### src/rtl/sim_finish_ctrl.sv
// Simulation end controller: watches a software status word, latches the end cause, drains, then signals DONE.
// Timeout detection is compiled in only when `SIM_FINISH_TIMEOUT_EN is defined.
`timescale 1ns/1ps
module sim_finish_ctrl #(
  parameter int unsigned DrainCycles   = 7,
  parameter logic [31:0] PassCode      = 32'hDEADBEEF,
  parameter logic [31:0] FailCode      = 32'hBAADF00D,
  parameter logic [31:0] TimeoutCycles = 32'd100_000_000
) (
  input  logic        clk_sys,
  input  logic        rst_sys_n,
  input  logic [31:0] status_i,
  output logic        end_pulse_o,
  output logic        done_o,
  output logic        pass_o,
  output logic        fail_o,
  output logic        timeout_o,
  output logic [1:0]  state_o,
  output logic [31:0] cycle_count_o,
  output logic [31:0] end_code_o
);

  typedef enum logic [1:0] {
    ST_RUN   = 2'd0,
    ST_DRAIN = 2'd1,
    ST_DONE  = 2'd2,
    ST_BAD   = 2'd3
  } state_t;

  localparam logic [7:0] DrainLast = 8'(DrainCycles - 1);

  if (DrainCycles == 0 || DrainCycles > 255) begin : g_bad_drain
    $error("sim_finish_ctrl: DrainCycles must be in 1..255");
  end
  if (PassCode == FailCode) begin : g_bad_codes
    $error("sim_finish_ctrl: PassCode and FailCode must differ");
  end
  if (TimeoutCycles == 32'd0) begin : g_bad_timeout
    $error("sim_finish_ctrl: TimeoutCycles must be nonzero");
  end

  state_t      r_state;
  state_t      w_state_next;
  logic        r_armed;
  logic        r_end_pulse;
  logic        r_pass;
  logic        r_fail;
  logic [31:0] r_cycle_count;
  logic [31:0] r_end_code;
  logic [7:0]  r_drain_cnt;
  logic        w_fail_hit;
  logic        w_pass_hit;
  logic        w_timeout_hit;
  logic        w_enter_drain;

  // r_armed keeps status_i out of the decision until a clock edge has seen reset released
  assign w_fail_hit = r_armed && (status_i == FailCode);
  assign w_pass_hit = r_armed && (status_i == PassCode);

`ifdef SIM_FINISH_TIMEOUT_EN
  localparam logic [31:0] TimeoutLast = TimeoutCycles - 32'd1;
  logic r_timeout;

  assign w_timeout_hit = (r_cycle_count == TimeoutLast);

  always_ff @(posedge clk_sys or negedge rst_sys_n) begin
    if (!rst_sys_n) begin
      r_timeout <= 1'b0;
    end else if (w_enter_drain) begin
      r_timeout <= ~w_fail_hit & ~w_pass_hit;
    end
  end

  assign timeout_o = r_timeout;
`else
  assign w_timeout_hit = 1'b0;
  assign timeout_o     = 1'b0;
`endif

  always_comb begin
    w_state_next  = r_state;
    w_enter_drain = 1'b0;
    case (r_state)
      ST_RUN: begin
        if (w_fail_hit || w_pass_hit || w_timeout_hit) begin
          w_state_next  = ST_DRAIN;
          w_enter_drain = 1'b1;
        end
      end
      ST_DRAIN: begin
        if (r_drain_cnt == DrainLast) begin
          w_state_next = ST_DONE;
        end
      end
      ST_DONE: begin
        w_state_next = ST_DONE;
      end
      default: begin
        w_state_next = ST_RUN;
      end
    endcase
  end

  always_ff @(posedge clk_sys or negedge rst_sys_n) begin
    if (!rst_sys_n) begin
      r_state       <= ST_RUN;
      r_armed       <= 1'b0;
      r_end_pulse   <= 1'b0;
      r_pass        <= 1'b0;
      r_fail        <= 1'b0;
      r_cycle_count <= 32'd0;
      r_end_code    <= 32'd0;
      r_drain_cnt   <= 8'd0;
    end else begin
      r_state     <= w_state_next;
      r_armed     <= 1'b1;
      r_end_pulse <= w_enter_drain;

      if (r_state == ST_RUN && r_cycle_count != 32'hFFFF_FFFF) begin
        r_cycle_count <= r_cycle_count + 32'd1;
      end

      if (w_enter_drain) begin
        r_drain_cnt <= 8'd0;
      end else if (r_state == ST_DRAIN) begin
        r_drain_cnt <= r_drain_cnt + 8'd1;
      end

      // cause and code are captured once; later status writes cannot reach them
      if (w_enter_drain) begin
        r_fail     <= w_fail_hit;
        r_pass     <= w_pass_hit & ~w_fail_hit;
        r_end_code <= (w_fail_hit || w_pass_hit) ? status_i : 32'd0;
      end
    end
  end

  assign end_pulse_o   = r_end_pulse;
  assign done_o        = (r_state == ST_DONE);
  assign pass_o        = r_pass;
  assign fail_o        = r_fail;
  assign state_o       = r_state;
  assign cycle_count_o = r_cycle_count;
  assign end_code_o    = r_end_code;

endmodule
### config.mk
export PLATFORM = sky130hd
export DESIGN_NAME = sim_finish_ctrl
export DESIGN_NICKNAME = d
export VERILOG_FILES = /design/src/rtl/sim_finish_ctrl.sv
export SDC_FILE = /design/constraint.sdc
export NUM_CORES = 1
export LEC_CHECK = 0
export ABC_CLOCK_PERIOD_IN_PS = 3890
export CAP_MARGIN = 30
export CORE_MARGIN = 2
export CORE_UTILIZATION = 30
export CTS_CLUSTER_SIZE = 20
export DETAILED_ROUTE_END_ITERATION = 16
export PLACE_DENSITY = 0.62
export SLEW_MARGIN = 30
export SYNTH_ARGS = -nofsm -noshare
export SYNTH_HDL_FRONTEND = slang
export SYNTH_SLANG_ARGS = --single-unit
### constraint.sdc
create_clock -name clk_sys -period 3.89 [get_ports clk_sys]
set_input_delay 0.778 -clock clk_sys [delete_from_list [all_inputs] [get_ports clk_sys]]
set_output_delay 0.778 -clock clk_sys [all_outputs]
set_load 0.01 [all_outputs]
==> results.sh, run 1 <==
export IMPL_status="finished, final reports clean"
export IMPL_layout_setup_ws_ns=1.06
export IMPL_setup_viol=0
export IMPL_die_area_um2=12500
export IMPL_drv_cap=0
export IMPL_synth_top_cell_by_area="dfrtp_1"
export IMPL_fin_setup_tns_ns=0
export IMPL_p_leak_uw=0.00228
export IMPL_avgSynthCellArea_um2=10.9
export IMPL_ys_ff_latch=78
export IMPL_clk_pin_slew_ns=0.06
export IMPL_hold_viol_final=0
export IMPL_n_antenna_cell=0
export IMPL_routedWlPerCell_um=13.9
export IMPL_cts_sinks=78
export IMPL_clockBufferDepth=2
export IMPL_irDropWorstVdd_mv=0.167
export IMPL_synth_edf_count=0
export IMPL_crit_type="input pin to flip-flop"
export IMPL_routed_wl_met2_um=3890
export IMPL_dieWidth_um=112
export IMPL_die_h_um=112
export IMPL_grt_pass1_wl_um=13600
export IMPL_vias_per_cell=4.74
export IMPL_sw_frac_of_total=0.191
export IMPL_cts_htree_levels=3
export IMPL_crit_required_ns=4.09
export IMPL_worst_slew_pin_slew_ns=0.744
export IMPL_cts_tree="done"
export IMPL_ios=105
export IMPL_layout_drive_gt1_share=0.0977
export IMPL_hpwlAfterDp_um=5950
export IMPL_synth_commonest_cells="dfrtp_1 (78), nand2_1 (34), xor2_1 (24), nor2_1 (18), nand4_1 (15)"
export IMPL_fin_crit_sh=0.726
export IMPL_antenna_found_initial=0
export IMPL_slew_viol_final=0
export IMPL_p_comb_frac=0.034
export IMPL_rsz0062_at_grt="no"
export IMPL_route_detailed_drc=0
export IMPL_insertion_delay_ns=0.33
export IMPL_arrival_ns=3.03
export IMPL_synthToLayoutAreaGrowth_pct=43.5
export IMPL_fillers=1122
export IMPL_cts_resized=0
export IMPL_switchingPower_uw=334
export IMPL_async_reset_ff_frac=1.00
export IMPL_relSlewSlack=0.502
export IMPL_io_buffer_count=103
export IMPL_cp_end_kind="flip-flop"
export IMPL_synth_flop_cell="dfrtp_1"
export IMPL_hp_class="input pin to async pin"
export IMPL_root_buffer="clkbuf_16"
export IMPL_firstDrtPassIters=4
export IMPL_cp_max_fo=13
export IMPL_pre_cts_ws_ns=0.757
export IMPL_layout_nets=465
export IMPL_cp_start_kind="input pin"
export IMPL_p_clk_frac=0.500
export IMPL_syn_nets=360
export IMPL_ant_nets=0
export IMPL_synthesis_area_um2=3480
export IMPL_grt_pass1_vias=2915
export IMPL_gp_congestion=0.759
export IMPL_regToRegSetupSlack_ns=1.65
export IMPL_syn_inst=320
export IMPL_core_area_um2=11400
export IMPL_fmax_ghz=0.354
export IMPL_grt_ovfl_total=0
export IMPL_final_core_util=0.439
export IMPL_rows=39
export IMPL_grt_start_max_net_pins=44
export IMPL_first_iter_violations=83
export IMPL_power_density_nw_per_um2=350
export IMPL_synth_top_area_frac=0.562
export IMPL_fin_crit_ns=2.83
export IMPL_postCtsHoldBufs=0
export IMPL_yosysSeqAreaShare=0.562
export IMPL_synth_warnings=0
export IMPL_cts_buffers=9
export IMPL_m1WireLength_um=3460
export IMPL_met3WireLength_um=468
export IMPL_synth_most_common_cell="dfrtp_1"
export IMPL_p_seq_frac=0.466
export IMPL_wl_um=7960
export IMPL_clock_skew_final_ns=0.00842
export IMPL_internal_power_uw=1410
export IMPL_highest_layer="met4"
export IMPL_grt_usage=0.133
export IMPL_netlist_cell_type_count=43
export IMPL_synth_area_leaders="dfrtp_1 (56%), xor2_1 (6.0%), nand2_1 (3.7%)"
export IMPL_start_util=0.306
export IMPL_post_cts_buffers=0
export IMPL_via_count=2716
state kept, by name, summed over array words and instances (netlist names):
| register | count |
|---|---|
| cycle_count_o | 32 |
| end_code_o | 32 |
| r_drain_cnt | 8 |
| state_o | 2 |
| end_pulse_o | 1 |
| fail_o | 1 |
| pass_o | 1 |
| r_armed | 1 |
power by group through the flow:
stage | Clock (uW) | Sequential, uW | Combinational (uW)
2_1_floorplan | 0 | 827 | 6.30
3_3_place_gp | 0 | 827 | 57.7
3_5_place_dp | 0 | 827 | 62.1
4_1_cts | 895 | 812 | 62.1
5_1_grt | 943 | 812 | 67.4
6_report | 873 | 812 | 60.2
through the flow:
step / power [uW] / cells / area [um2] / hold WS (ns)
final: 1750 / 573 / 4990 / 0.409
after detailed placement: 889 / 557 / 4670 / 0.454
after floorplan: 833 / 320 / 3480 / 0.482
after CTS: 1770 / 573 / 4990 / 0.418
after global placement: 885 / 556 / 4650 / 0.448
after global routing: 1820 / 573 / 4990 / 0.441
routing by layer:
layer / global-route usage / vias to the layer above
li1: - / 1318
met1: 0.164 / 1319
met2: 0.218 / 65
met3: 0.0452 / 14
met4: 0.0477 / 0
met5: 0 / -
kinds of logic (layout without fill, tap and decap cells):
family / count (synthesis) / count (layout) / synth area share
xor+xnor: 36 / 36 / 0.0907
buf+inv: 21 / 131 / 0.0248
flops: 78 / 78 / 0.562
mux: 2 / 2 / 0.00648
other cells: 2 / 2 / 0.00216
compound gates: 23 / 23 / 0.0414
fa+ha+maj: 6 / 6 / 0.0216
simple gates: 152 / 152 / 0.251
final cells by class:
class,instances,area [um2],area share
repair buffers,106,1060,0.213
clock inverters,3,40.0,0.00803
well taps,143,179,0.0359
multi-input cells,221,1440,0.289
flip-flops and latches,78,1950,0.391
clock buffers,13,280,0.0562
inverters,9,33.8,0.00677
cells in the final DEF, fill, tap and decap left out, types with 5 or more instances in the layout:
| cell type | synthesis | final |
|---|---|---|
| clkdlybuf4s50_1 | 0 | 102 |
| dfrtp_1 | 78 | 78 |
| nand2_1 | 34 | 34 |
| xor2_1 | 24 | 24 |
| nor2_1 | 18 | 17 |
| nand4_1 | 15 | 15 |
| o21ai_0 | 14 | 14 |
| or2_2 | 12 | 12 |
| xnor2_1 | 12 | 12 |
| nor3_1 | 11 | 11 |
| nand3_1 | 10 | 10 |
| inv_1 | 9 | 9 |
| clkbuf_16 | 0 | 9 |
| nor4_1 | 8 | 8 |
| nor2b_1 | 6 | 6 |
| ha_1 | 6 | 6 |
| nand4b_1 | 5 | 5 |
worst max-delay path, cell delays in order:
cell	delay, ns
clkdlybuf4s50_1	0.42
or4_1	0.53
nor3_1	0.30
nor2_1	0.25
a211oi_1	0.39
mux2_1	0.35
worst paths after layout:
check / startpoint / end / cells after the start
worst max-delay path: status_i[7] / state_o[1]$_DFFE_PN0P_ / 6
worst min-delay path: rst_sys_n / cycle_count_o[0]$_DFFE_PN0P_ / 1
worst max register to register: cycle_count_o[5]$_DFFE_PN0P_ / cycle_count_o[25]$_DFFE_PN0P_ / 5
worst min register to register: end_code_o[21]$_DFFE_PN0P_ / end_code_o[21]$_DFFE_PN0P_ / 1
max in group asynchronous: rst_sys_n / end_code_o[29]$_DFFE_PN0P_ / 2
min in group clk_sys: end_code_o[21]$_DFFE_PN0P_ / end_code_o[21]$_DFFE_PN0P_ / 1
No activity file was read; power rests on OpenSTA's default activity.
==> run 2, diff against run 1 <==
Settings changed: ABC_CLOCK_PERIOD_IN_PS 3890 to 2900.
Clock period 3.89 ns to 2.9 ns, I/O delays scaled along.
==> run 2 against run 1 <==
Compared with the run above: sequential share of layout area increased by 0.14 points; via count is 0.66% higher; cell area down 0.35%; power increased by 29%; non-clock buffer count grew 2; critical path depth unchanged; first-iteration DRC count is 19% higher; routed wire length decreased by 1.1%; register-to-register slack worse by 0.95 ns; critical path type unchanged.
==> results.sh, run 2 (synthesis gave the netlist of run 1 again) <==
export IMPL_status="finished, final reports clean"
export IMPL_cts_resized=0
export IMPL_grt_pass1_vias=2766
export IMPL_clk_pin_slew_ns=0.05
export IMPL_arrival_ns=2.60
export IMPL_clock_skew_final_ns=0.00559
export IMPL_r2r_worst_path_cells=5
export IMPL_dieWidth_um=112
export IMPL_final_common_cell="clkdlybuf4s50_1"
export IMPL_relSlewSlack=0.517
export IMPL_start_util=0.306
export IMPL_postCtsHoldBufs=0
export IMPL_power_density_nw_per_um2=452
export IMPL_cp_start_kind="input pin"
export IMPL_wl_um=7870
export IMPL_n_antenna_cell=0
export IMPL_insertion_delay_ns=0.33
export IMPL_ant_nets=0
export IMPL_first_iter_violations=99
export IMPL_antenna_found_initial=0
export IMPL_gp_congestion=0.750
export IMPL_regToRegSetupSlack_ns=0.70
export IMPL_die_area_um2=12500
export IMPL_mostFrequentLayoutCells="clkdlybuf4s50_1 (102), dfrtp_1 (78), nand2_1 (34)"
export IMPL_io_buffer_count=103
export IMPL_fmax_ghz=0.418
export IMPL_ios=105
export IMPL_slew_viol_final=0
export IMPL_worstReg2RegStart="cycle_count_o[5]$_DFFE_PN0P_"
export IMPL_fin_setup_tns_ns=0
export IMPL_grt_ovfl_total=0
export IMPL_cp_end_kind="flip-flop"
export IMPL_clockBufferDepth=2
export IMPL_hold_viol_final=0
export IMPL_grt_usage=0.129
export IMPL_irDropWorstVdd_mv=0.216
export IMPL_rsz0062_at_grt="no"
export IMPL_cts_tree="done"
export IMPL_crit_required_ns=3.11
export IMPL_cp_max_fo=2
export IMPL_firstDrtPassIters=5
export IMPL_route_detailed_drc=0
export IMPL_grt_start_max_net_pins=79
export IMPL_critPathLaunch="status_i[1]"
export IMPL_root_buffer="clkbuf_16"
export IMPL_grt_pass1_wl_um=13200
export IMPL_cpPeakStageDelay_ns=0.53
export IMPL_crit_type="input pin to flip-flop"
export IMPL_core_area_um2=11400
export IMPL_crit_slowest_cell="or4_1"
export IMPL_drv_cap=0
export IMPL_fin_crit_sh=0.825
export IMPL_place_inst=559
export IMPL_routedWlPerCell_um=13.7
export IMPL_hpwlAfterDp_um=5710
export IMPL_fillers=1106
export IMPL_setup_viol=0
export IMPL_via_count=2734
export IMPL_layout_nets=467
export IMPL_fin_crit_ns=2.39
export IMPL_cts_sinks=78
export IMPL_fin_cells=574
export IMPL_hp_class="input pin to async pin"
export IMPL_synthToLayoutAreaGrowth_pct=43.0
export IMPL_layout_drive_gt1_share=0.0905
export IMPL_die_h_um=112
export IMPL_worst_slew_pin_slew_ns=0.725
export IMPL_post_cts_buffers=0
export IMPL_cts_buffers=9
export IMPL_cts_htree_levels=3
export IMPL_crit_chain="clkdlybuf4s50_1, or4_1, nor3_1, nor2_1, a211oi_1, mux2_1"
export IMPL_rows=39
export IMPL_p_leak_uw=0.00226
export IMPL_vias_per_cell=4.76
==> run 2: cell types whose count changed in the layout (fill, tap and decap cells not counted), sizes merged <==
cell    delta
clkinv     -2
buf        +2
clkbuf     +1
==> run 2: metal layers <==
layer  GRT usage  part of all wire
met1       0.161              0.44
met2       0.206              0.48
met3      0.0343             0.051
met4      0.0642             0.025
met5           0                 0
==> run 2: final cells by class <==
class / count / area, um2 / share of cell area
clock buffers: 14 / 254 / 0.0511
clock inverters: 1 / 30.0 / 0.00604
inverters: 9 / 33.8 / 0.00680
multi-input cells: 221 / 1440 / 0.290
flip-flops and latches: 78 / 1950 / 0.393
well taps: 143 / 179 / 0.0360
repair buffers: 108 / 1080 / 0.218
==> run 2: through the flow <==
stage | utilization | hold WS, ns | instance area, um2 | worst slack (ns) | power [uW]
2_1_floorplan | - | 0.284 | 3480 | 0.653 | 1120
3_3_place_gp | 0.412 | 0.451 | 4680 | 0.177 | 1190
3_5_place_dp | 0.412 | 0.453 | 4690 | 0.119 | 1190
4_1_cts | 0.437 | 0.321 | 4970 | 0.465 | 2290
5_1_grt | 0.437 | 0.351 | 4970 | 0.365 | 2340
6_report | 0.437 | 0.261 | 4970 | 0.506 | 2250
==> run 2: final timing paths <==
check | endpoint
max in group asynchronous | fail_o$_DFFE_PN0P_
max | state_o[1]$_DFFE_PN0P_
min reg2reg | end_code_o[15]$_DFFE_PN0P_
min | cycle_count_o[13]$_DFFE_PN0P_
max reg2reg | cycle_count_o[25]$_DFFE_PN0P_
min in group clk_sys | end_code_o[15]$_DFFE_PN0P_
==> run 2: worst max-delay path: cells and delay by family <==
family                 cells  cell delay, ns
and+or+nand+nor            3            0.90
buffers and inverters      1            0.41
AOI/OAI and AO/OA          1            0.36
muxes                      1            0.35
==> run 2: power by group <==
group          total [uW]  internal (uW)  switching [uW]  leakage (uW)
registers            1090           1090           0.326       0.00106
clock network        1080            686             393      0.000137
logic                77.6           43.9            33.7       0.00106
total                2250           1820             427       0.00226
